<file path="config.mk">
export PLATFORM = sky130hd
export DESIGN_NAME = regfile_writeback_queue
export DESIGN_NICKNAME = d
export VERILOG_FILES = /design/src/rtl/wb_pkg.sv /design/src/rtl/wb_fifo.sv /design/src/rtl/regfile_writeback_queue.sv
export SDC_FILE = /design/constraint.sdc
export NUM_CORES = 1
export LEC_CHECK = 0
export CAP_MARGIN = 40
export CORE_UTILIZATION = 50
export CTS_CLUSTER_SIZE = 10
export DETAILED_ROUTE_END_ITERATION = 7
export PLACE_DENSITY = 0.82
export SLEW_MARGIN = 20
export SYNTH_ARGS = -nofsm -noshare
export SYNTH_HDL_FRONTEND = slang
export SYNTH_SLANG_ARGS = --single-unit
</file>
<file path="constraint.sdc">
create_clock -name Clk -period 6.7 [get_ports Clk]
set_input_delay 2.01 -clock Clk [delete_from_list [all_inputs] [get_ports Clk]]
set_output_delay 2.01 -clock Clk [all_outputs]
set_load 0.01 [all_outputs]
</file>
<file path="src/rtl/wb_pkg.sv">
// Shared types and constants for the register-file writeback queue.
package wb_pkg;

  localparam int unsigned DEF_ADDR_W = 5;
  localparam int unsigned DEF_DATA_W = 32;

  localparam logic [DEF_ADDR_W-1:0] REG_ZERO = '0;

  typedef struct packed {
    logic [DEF_ADDR_W-1:0] rd;
    logic [DEF_DATA_W-1:0] data;
  } wb_entry_t;

endpackage

</file>
<file path="src/rtl/wb_fifo.sv">
// Circular buffer with head/tail pointers; every slot and its valid bit is
// exposed so the parent can scan pending writes for forwarding.
module wb_fifo #(
  parameter int unsigned DEPTH = 4,
  parameter int unsigned W     = 37
) (
  input  logic                             clk,
  input  logic                             rst_n,
  input  logic                             push,
  input  logic [W-1:0]                     push_data,
  input  logic                             pop,
  output logic [W-1:0]                     head_data,
  output logic [$clog2(DEPTH)-1:0]         head_idx,
  output logic [$clog2(DEPTH):0]           count,
  output logic [DEPTH-1:0][W-1:0]          slot_data,
  output logic [DEPTH-1:0]                 slot_valid
);

  localparam int unsigned PTR_W = $clog2(DEPTH);
  localparam int unsigned CNT_W = PTR_W + 1;
  localparam logic [PTR_W-1:0] PTR_ONE = PTR_W'(1);
  localparam logic [CNT_W-1:0] CNT_ONE = CNT_W'(1);

  logic [DEPTH-1:0][W-1:0] mem_q, mem_d;
  logic [PTR_W-1:0]        head_q, head_d;
  logic [PTR_W-1:0]        tail_q, tail_d;
  logic [CNT_W-1:0]        count_q, count_d;
  logic [PTR_W-1:0]        off;

  always_comb begin
    mem_d   = mem_q;
    head_d  = head_q;
    tail_d  = tail_q;
    count_d = count_q;
    if (push) begin
      mem_d[tail_q] = push_data;
      tail_d        = tail_q + PTR_ONE;
    end
    if (pop) begin
      head_d = head_q + PTR_ONE;
    end
    case ({push, pop})
      2'b10:   count_d = count_q + CNT_ONE;
      2'b01:   count_d = count_q - CNT_ONE;
      default: count_d = count_q;
    endcase
  end

  // A slot is live when its distance from head (mod DEPTH) is below count.
  always_comb begin
    slot_valid = '0;
    off        = '0;
    for (int unsigned i = 0; i < DEPTH; i++) begin
      off           = PTR_W'(i) - head_q;
      slot_valid[i] = (CNT_W'(off) < count_q);
    end
  end

  always_ff @(posedge clk or negedge rst_n) begin
    if (!rst_n) begin
      mem_q   <= '0;
      head_q  <= '0;
      tail_q  <= '0;
      count_q <= '0;
    end else begin
      mem_q   <= mem_d;
      head_q  <= head_d;
      tail_q  <= tail_d;
      count_q <= count_d;
    end
  end

  assign head_data = mem_q[head_q];
  assign head_idx  = head_q;
  assign count     = count_q;
  assign slot_data = mem_q;

endmodule

</file>
<file path="src/rtl/regfile_writeback_queue.sv">
// Write-side driver for the register file: ALU/MDU arbitration, in-order
// write queue, registered issue port and youngest-first forwarding to decode.
module regfile_writeback_queue
  import wb_pkg::*;
#(
  parameter int unsigned DEPTH  = 4,
  parameter int unsigned DATA_W = wb_pkg::DEF_DATA_W,
  parameter int unsigned ADDR_W = wb_pkg::DEF_ADDR_W
) (
  input  logic                     Clk,
  input  logic                     Rst_n,
  input  logic                     aluValid,
  input  logic [ADDR_W-1:0]        aluRd,
  input  logic [DATA_W-1:0]        aluData,
  input  logic                     mduValid,
  output logic                     mduReady,
  input  logic [ADDR_W-1:0]        mduRd,
  input  logic [DATA_W-1:0]        mduData,
  input  logic                     portBusy,
  output logic                     writeSig,
  output logic [ADDR_W-1:0]        rd,
  output logic [DATA_W-1:0]        writeData,
  input  logic [ADDR_W-1:0]        rs,
  input  logic [ADDR_W-1:0]        rt,
  output logic                     fwdRsHit,
  output logic                     fwdRtHit,
  output logic [DATA_W-1:0]        fwdRsData,
  output logic [DATA_W-1:0]        fwdRtData,
  output logic                     stall,
  output logic                     overflow,
  output logic [$clog2(DEPTH):0]   count
);

  localparam int unsigned PTR_W = $clog2(DEPTH);
  localparam int unsigned CNT_W = PTR_W + 1;
  localparam int unsigned ENT_W = ADDR_W + DATA_W;
  localparam logic [CNT_W-1:0] CNT_FULL   = CNT_W'(DEPTH);
  localparam logic [CNT_W-1:0] CNT_ALMOST = CNT_W'(DEPTH - 1);
  localparam logic [ADDR_W-1:0] ZERO_IDX  = ADDR_W'(REG_ZERO);

  logic                          pop, push;
  logic                          alu_store, mdu_store, alu_drop;
  logic [ENT_W-1:0]              push_data, head_data;
  logic [PTR_W-1:0]              head_idx;
  logic [CNT_W-1:0]              fifo_count;
  logic [DEPTH-1:0][ENT_W-1:0]   slot_data;
  logic [DEPTH-1:0]              slot_valid;

  logic                          write_sig_q, write_sig_d;
  logic [ADDR_W-1:0]             rd_q, rd_d;
  logic [DATA_W-1:0]             write_data_q, write_data_d;
  logic                          overflow_q, overflow_d;

  logic [PTR_W-1:0]              idx;
  logic [ADDR_W-1:0]             ent_rd;
  logic [DATA_W-1:0]             ent_data;

  wb_fifo #(
    .DEPTH (DEPTH),
    .W     (ENT_W)
  ) u_fifo (
    .clk        (Clk),
    .rst_n      (Rst_n),
    .push       (push),
    .push_data  (push_data),
    .pop        (pop),
    .head_data  (head_data),
    .head_idx   (head_idx),
    .count      (fifo_count),
    .slot_data  (slot_data),
    .slot_valid (slot_valid)
  );

  // A full queue still accepts an ALU write when the head leaves in the same cycle.
  always_comb begin
    pop       = (fifo_count != '0) && !portBusy;
    mduReady  = !aluValid && (fifo_count < CNT_FULL);
    alu_store = aluValid && (aluRd != ZERO_IDX) && ((fifo_count < CNT_FULL) || pop);
    alu_drop  = aluValid && (aluRd != ZERO_IDX) && (fifo_count == CNT_FULL) && !pop;
    mdu_store = mduValid && mduReady && (mduRd != ZERO_IDX);
    push      = alu_store || mdu_store;
    push_data = aluValid ? {aluRd, aluData} : {mduRd, mduData};
  end

  always_comb begin
    write_sig_d  = pop;
    rd_d         = rd_q;
    write_data_d = write_data_q;
    overflow_d   = overflow_q || alu_drop;
    if (pop) begin
      rd_d         = head_data[ENT_W-1 -: ADDR_W];
      write_data_d = head_data[DATA_W-1:0];
    end
  end

  always_ff @(posedge Clk or negedge Rst_n) begin
    if (!Rst_n) begin
      write_sig_q  <= 1'b0;
      rd_q         <= '0;
      write_data_q <= '0;
      overflow_q   <= 1'b0;
    end else begin
      write_sig_q  <= write_sig_d;
      rd_q         <= rd_d;
      write_data_q <= write_data_d;
      overflow_q   <= overflow_d;
    end
  end

  // Issue register first, then queue oldest to newest: later matches override.
  always_comb begin
    fwdRsHit  = 1'b0;
    fwdRtHit  = 1'b0;
    fwdRsData = '0;
    fwdRtData = '0;
    idx       = '0;
    ent_rd    = '0;
    ent_data  = '0;
    if (write_sig_q) begin
      if (rs != ZERO_IDX && rd_q == rs) begin
        fwdRsHit  = 1'b1;
        fwdRsData = write_data_q;
      end
      if (rt != ZERO_IDX && rd_q == rt) begin
        fwdRtHit  = 1'b1;
        fwdRtData = write_data_q;
      end
    end
    for (int unsigned k = 0; k < DEPTH; k++) begin
      idx      = head_idx + PTR_W'(k);
      ent_rd   = slot_data[idx][ENT_W-1 -: ADDR_W];
      ent_data = slot_data[idx][DATA_W-1:0];
      if (slot_valid[idx]) begin
        if (rs != ZERO_IDX && ent_rd == rs) begin
          fwdRsHit  = 1'b1;
          fwdRsData = ent_data;
        end
        if (rt != ZERO_IDX && ent_rd == rt) begin
          fwdRtHit  = 1'b1;
          fwdRtData = ent_data;
        end
      end
    end
  end

  assign writeSig  = write_sig_q;
  assign rd        = rd_q;
  assign writeData = write_data_q;
  assign overflow  = overflow_q;
  assign count     = fifo_count;
  assign stall     = (fifo_count >= CNT_ALMOST);

endmodule

</file>
# Word level (Yosys, flattened, before mapping)
# Cells that the tools add are included.
# totals
input_bits	89
output_inout_bits	110
register_bits	194
# classes
n_reduce_logical	31
n_eq_ne	13
n_mux	61
n_addsub	10
order_cmp	12
# ops
op	n
32-bit two-way mux	20
37-bit binary-select mux with 2-bit select	4
37-bit two-way mux	6
148-bit bitwise mux	1
37-bit demux with 2-bit select	1
5-bit equality test	10
1-bit two-way mux	24
5-bit nonzero test	4
1-bit logical AND	19
2-bit by 3-bit less-than comparator with 1-bit output, second input constant	5
2-bit by 3-bit less-than comparator with 1-bit output	4
1-bit binary-select mux with 2-bit select	4
3-bit case mux with 2 select lines	1
2-bit by 1-bit adder with 2-bit output, second input constant	2
2-bit adder, second input constant	2
1-bit by 2-bit subtractor with 2-bit output, first input constant	2
2-bit subtractor, first input constant	2
3-bit by 1-bit adder with 3-bit output, second input constant	1
3-bit equality test, second input constant	1
3-bit by 2-bit greater-or-equal comparator with 1-bit output, second input constant	1
1-bit zero test	3
1-bit logical OR	3
3-bit less-than comparator, second input constant	1
3-bit nonzero test	1
other kinds (5)	5

# Logic depth before layout (Yosys ltp)
# logic_depth
depth_word	12
depth_mapped	17
mapped_depth_nobuf	10

# By module
# A second synthesis with hierarchy kept.
# hier_totals
cells_unflattened	1551
hier_area_um2	16698.5
# by_module_without_submodules
mod	area_each_um2	cells_each	seq_area_each_um2	instances
regfile_writeback_queue	9156.3	1144	975.9	1
wb_fifo	7542.2	407	3878.7	1

# Worst setup path before layout
# OpenSTA, ideal clock, no wires.
# synth_path
path_type	input to output
from	input rs[2]
to	output fwdRsData[2]
required_ns	4.690
path_buffers	3
setup_slack_ns	0.511
arrival_ns	4.179
path_stages	9
path_cell_list	clkbuf_1 nor4_1 a211oi_1 o221ai_1 or2_1 buf_2 o211ai_2 buf_6 o221ai_1
# synth_via
elab_chain_cells	12
# synth_rtl
item	line	source
start, declared	regfile_writeback_queue.sv:23	input logic [ADDR_W-1:0] rs,
5-bit equality test or 5-bit nonzero test (tied branches)	regfile_writeback_queue.sv:120, regfile_writeback_queue.sv:134	
1-bit logical AND	regfile_writeback_queue.sv:120	if (rs != ZERO_IDX && rd_q == rs) begin
32-bit two-way mux	regfile_writeback_queue.sv:120	
32-bit two-way mux	regfile_writeback_queue.sv:119	if (write_sig_q) begin
32-bit two-way mux	regfile_writeback_queue.sv:134	if (rs != ZERO_IDX && ent_rd == rs) begin
32-bit two-way mux	regfile_writeback_queue.sv:133	if (slot_valid[idx]) begin
32-bit two-way mux	regfile_writeback_queue.sv:134	
32-bit two-way mux	regfile_writeback_queue.sv:133	
32-bit two-way mux	regfile_writeback_queue.sv:134	
32-bit two-way mux	regfile_writeback_queue.sv:133	
32-bit two-way mux	regfile_writeback_queue.sv:134	
32-bit two-way mux (*)	regfile_writeback_queue.sv:133	
end, declared	regfile_writeback_queue.sv:27	output logic [DATA_W-1:0] fwdRsData,
# Mark *: on every way between the ends. The rest lies on a longest branch, timed or not.

# Final worst setup path
# layout_path
from	input rt[0]
to	output fwdRtHit
# layout_via
elab_chain_cells	12
# layout_rtl
item	line	source
start, declared	regfile_writeback_queue.sv:24	input logic [ADDR_W-1:0] rt,
5-bit equality test or 5-bit nonzero test (tied branches)	regfile_writeback_queue.sv:124, regfile_writeback_queue.sv:138	
1-bit logical AND	regfile_writeback_queue.sv:124	if (rt != ZERO_IDX && rd_q == rt) begin
1-bit two-way mux	regfile_writeback_queue.sv:124	
1-bit two-way mux	regfile_writeback_queue.sv:119	
1-bit two-way mux	regfile_writeback_queue.sv:138	if (rt != ZERO_IDX && ent_rd == rt) begin
1-bit two-way mux	regfile_writeback_queue.sv:133	
1-bit two-way mux	regfile_writeback_queue.sv:138	
1-bit two-way mux	regfile_writeback_queue.sv:133	
1-bit two-way mux	regfile_writeback_queue.sv:138	
1-bit two-way mux	regfile_writeback_queue.sv:133	
1-bit two-way mux	regfile_writeback_queue.sv:138	
1-bit two-way mux (*)	regfile_writeback_queue.sv:133	
end, declared	regfile_writeback_queue.sv:26	output logic fwdRtHit,
# Marked as above.

==> impl_metrics.env <==
export IMPL_outcome="completed"
export IMPL_p_seq_share_pct=22.6
export IMPL_routedWlPerCell_um=21.6
export IMPL_instances_no_fill=2221
export IMPL_fp_coreArea_um2=28900
export IMPL_yosys_area_top_type_share_pct=32.8
export IMPL_drtIter0Drc=1733
export IMPL_p_leak_nw=7.31
export IMPL_p_int_mw=5.39
export IMPL_dp_slack_ps=-252
export IMPL_globalRouteOverflowTotal=0
export IMPL_swShare_pct=49.4
export IMPL_vias=14323
export IMPL_post_route_util_pct=63.8
export IMPL_rsz0062_at_grt="no"
export IMPL_slew_headroom_pct=46.3
export IMPL_insertion_delay_ps=440
export IMPL_drv_cap=0
export IMPL_finalCritPeriodShare_pct=98.7
export IMPL_pwr_share_clk_pct=9.8
export IMPL_post_route_cell_area_um2=18500
export IMPL_drive_gt1_share_pct=17.5
export IMPL_worstHoldPathType="reg -> reg"
export IMPL_chipWidth_um=174
export IMPL_cp_required_ps=4690
export IMPL_setup_violations=0
export IMPL_drt_first_pass_iters=8
export IMPL_final_nets=1922
export IMPL_start_util_pct=51.2
export IMPL_fmax_ghz=0.151
export IMPL_slew_viol_final=0
export IMPL_fill_cells=2302
export IMPL_gp_congestion=0.963
export IMPL_power_density_nw_per_um2=577
export IMPL_dpl_cell_area_um2=17600
export IMPL_tightest_slew_ps=805
export IMPL_portBuffers=198
export IMPL_tns_ps=0
export IMPL_hpwl_um=32800
export IMPL_ys_seq_area_share_pct=32.8
export IMPL_ioPinCount=199
export IMPL_cts_sinks=194
export IMPL_synth_cells=1667
export IMPL_switching_power_mw=5.27
export IMPL_async_flop_share_pct=100
export IMPL_ys_warn_count=0
export IMPL_htree_levels=4
export IMPL_ys_flop_type="dfrtp_1"
export IMPL_worst_path_max_fanout=8
export IMPL_root_buffer="clkbuf_16"
export IMPL_die_h_um=174
export IMPL_syn_area_um2=14800
export IMPL_grt_max_degree=99
export IMPL_cts_buffers=17
export IMPL_pwr_share_comb_pct=67.7
export IMPL_clockBufferDepth=2
export IMPL_ys_types=51
export IMPL_cts_tree="yes"
export IMPL_syn_num_nets=1766
export IMPL_cp_arrival_ps=4600
export IMPL_r2r_slack_ps=3850
export IMPL_grt_pass1_vias=14110
export IMPL_synth_edff_count=0
export IMPL_worstSetupStartpointType="input pin"
export IMPL_ir_drop_uv=396
export IMPL_ys_ff_latch=194
export IMPL_syn_to_final_growth_pct=24.6
export IMPL_cp_end_kind="output port"
export IMPL_wl_um=47900
export IMPL_clock_skew_final_ps=11.1
export IMPL_postSynthAreaPerCell_um2=8.89
export IMPL_via_per_inst=6.45
export IMPL_rows=62
export IMPL_grt_usage_pct=31.6
export IMPL_antenna_found_initial=0
export IMPL_synth_area_top_cells="dfrtp_1, mux2i_1, a21oi_1, mux2_2, nor2_1"
export IMPL_hold_viol=0
export IMPL_drc=0
export IMPL_yosysTopAreaCell="dfrtp_1"
export IMPL_path_class="in -> out"
export IMPL_dieArea_um2=30300
export IMPL_drtAntennaViolNets=0
export IMPL_setup_slack_ps=90.0
export IMPL_grt_pass1_wl_um=76000
export IMPL_dpl_cell_count=2178
export IMPL_finalCriticalPeriod_ps=6610
export IMPL_clk_pin_slew_ps=80
-- routing by layer --
layer | global-route usage (%) | share of wire, %
met4 | 12.7 | 3.4
met5 | 0 | 0
met2 | 51.8 | 47
met1 | 41.3 | 41
met3 | 5.71 | 8.6
-- cells in the final DEF (no fill, tap or decap), drive strengths merged, types with 2 or more instances in the layout --
cell type,netlist,layout
and2,40,40
nor4,34,34
nand2,42,42
a221o,2,2
clkbuf,117,20
nand3,4,4
or3b,2,2
mux2,101,101
ha,9,9
a21oi,247,247
a21o,2,2
dlymetal6s2s,0,8
inv,12,16
nor3b,31,31
xnor2,44,44
a22oi,3,3
nor3,4,4
dfrtp,194,194
or3,3,3
o211ai,5,5
clkinv,0,5
clkdlybuf4s50,0,127
buf,51,107
nor4b,34,34
a211o,2,2
nor2,289,289
nand2b,2,2
a31oi,62,62
a211oi,5,5
or4,3,3
xor2,9,9
dlygate4sd2,0,61
mux4,21,21
o21ai,38,38
o221ai,65,65
nand4,4,4
clkinvlp,0,3
mux2i,179,179
-- synth_stat cells, types with 29 or more instances --
cell,instances
a21oi_1,247
o21ai_0,36
xnor2_1,42
mux2_2,101
dfrtp_1,194
buf_2,29
nand2_1,42
o221ai_1,36
nor4_1,33
clkbuf_1,117
nor4b_1,34
a31oi_1,62
o221ai_2,29
nor2_1,289
and2_1,40
nor3b_1,31
mux2i_1,179
-- logic make-up (layout without fill, tap and decap cells) --
kind of cell | count (synthesis) | in the layout | share of synthesized area [%]
and+or+nand+nor | 496 | 496 | 16.4
adders and majority gates | 10 | 10 | 0.895
buffers and inverters | 180 | 349 | 5.23
muxes | 301 | 301 | 23.0
other | 0 | 1 | 0
xor gates and xnor gates | 53 | 53 | 3.23
DFF | 194 | 194 | 32.8
AOI/OAI and AO/OA | 433 | 433 | 18.5
-- path summary, 6_finish.rpt --
kind	startpoint	end	depth (start not counted)
worst max-delay path	rt[0]	fwdRtHit	10
worst min-delay path	overflow$_DFF_PN0_	overflow$_DFF_PN0_	2
worst max register to register	u_fifo.head_idx[1]$_DFFE_PN0P_	writeData[23]$_DFFE_PN0P_	6
worst min register to register	overflow$_DFF_PN0_	overflow$_DFF_PN0_	2
max in group asynchronous	Rst_n	u_fifo.slot_data[82]$_DFFE_PN0P_	3
min in group asynchronous	Rst_n	overflow$_DFF_PN0_	1
-- worst max-delay path, stage by stage --
cell,delay [ps]
clkdlybuf4s50_1,480
nor3_4,220
buf_4,180
a211o_1,120
a211o_1,190
nor3_1,70
or3_1,390
buf_4,200
or3b_1,420
dlygate4sd2_1,310
-- layout make-up --
class | count | area [µm²] | share of cell area (%)
Antenna cell | 1 | 2.50 | 0.0136
Clock buffer | 19 | 443 | 2.40
Clock inverter | 13 | 146 | 0.793
Inverter | 12 | 45.0 | 0.244
Multi-Input combinational cell | 1293 | 9370 | 50.8
Sequential cell | 194 | 4860 | 26.3
Tap cell | 384 | 480 | 2.60
Timing Repair Buffer | 305 | 3110 | 16.8
-- what timing repair did --
action | 4_1_cts | 5_1_grt
resized for setup | 80 | 16
hold buffers | 0 | 0
endpoints found under the setup margin | 66 | 9
endpoints found under the hold margin | 0 | 0
setup buffers | 5 | 0
pin swaps | 8 | 2
cloned | 1 | 0
-- power by group through the flow --
| stage | clock (mW) | sequential [mW] | combinational, mW |
|---|---|---|---|
| floorplan | 0 | 2.19 | 4.73 |
| global placement | 0 | 2.35 | 6.80 |
| detailed placement | 0 | 2.40 | 7.07 |
| CTS | 1.06 | 2.39 | 7.01 |
| global route | 1.10 | 2.49 | 7.70 |
| finish | 1.04 | 2.41 | 7.21 |
-- flip-flops by register name (all words and copies together) (netlist names) --
signal / flops
overflow: 1
rd: 5
u_fifo.count: 3
u_fifo.head_idx: 2
u_fifo.slot_data: 148
u_fifo.tail_q: 2
writeData: 32
writeSig: 1
-- through the flow --
stage	total power [mW]	hold slack, ps
after floorplan	6.92	497
after global placement	9.15	460
after detailed placement	9.46	463
after CTS	10.5	493
after global routing	11.3	548
final	10.7	487
Note: power is estimated with default switching activity, not from simulation.
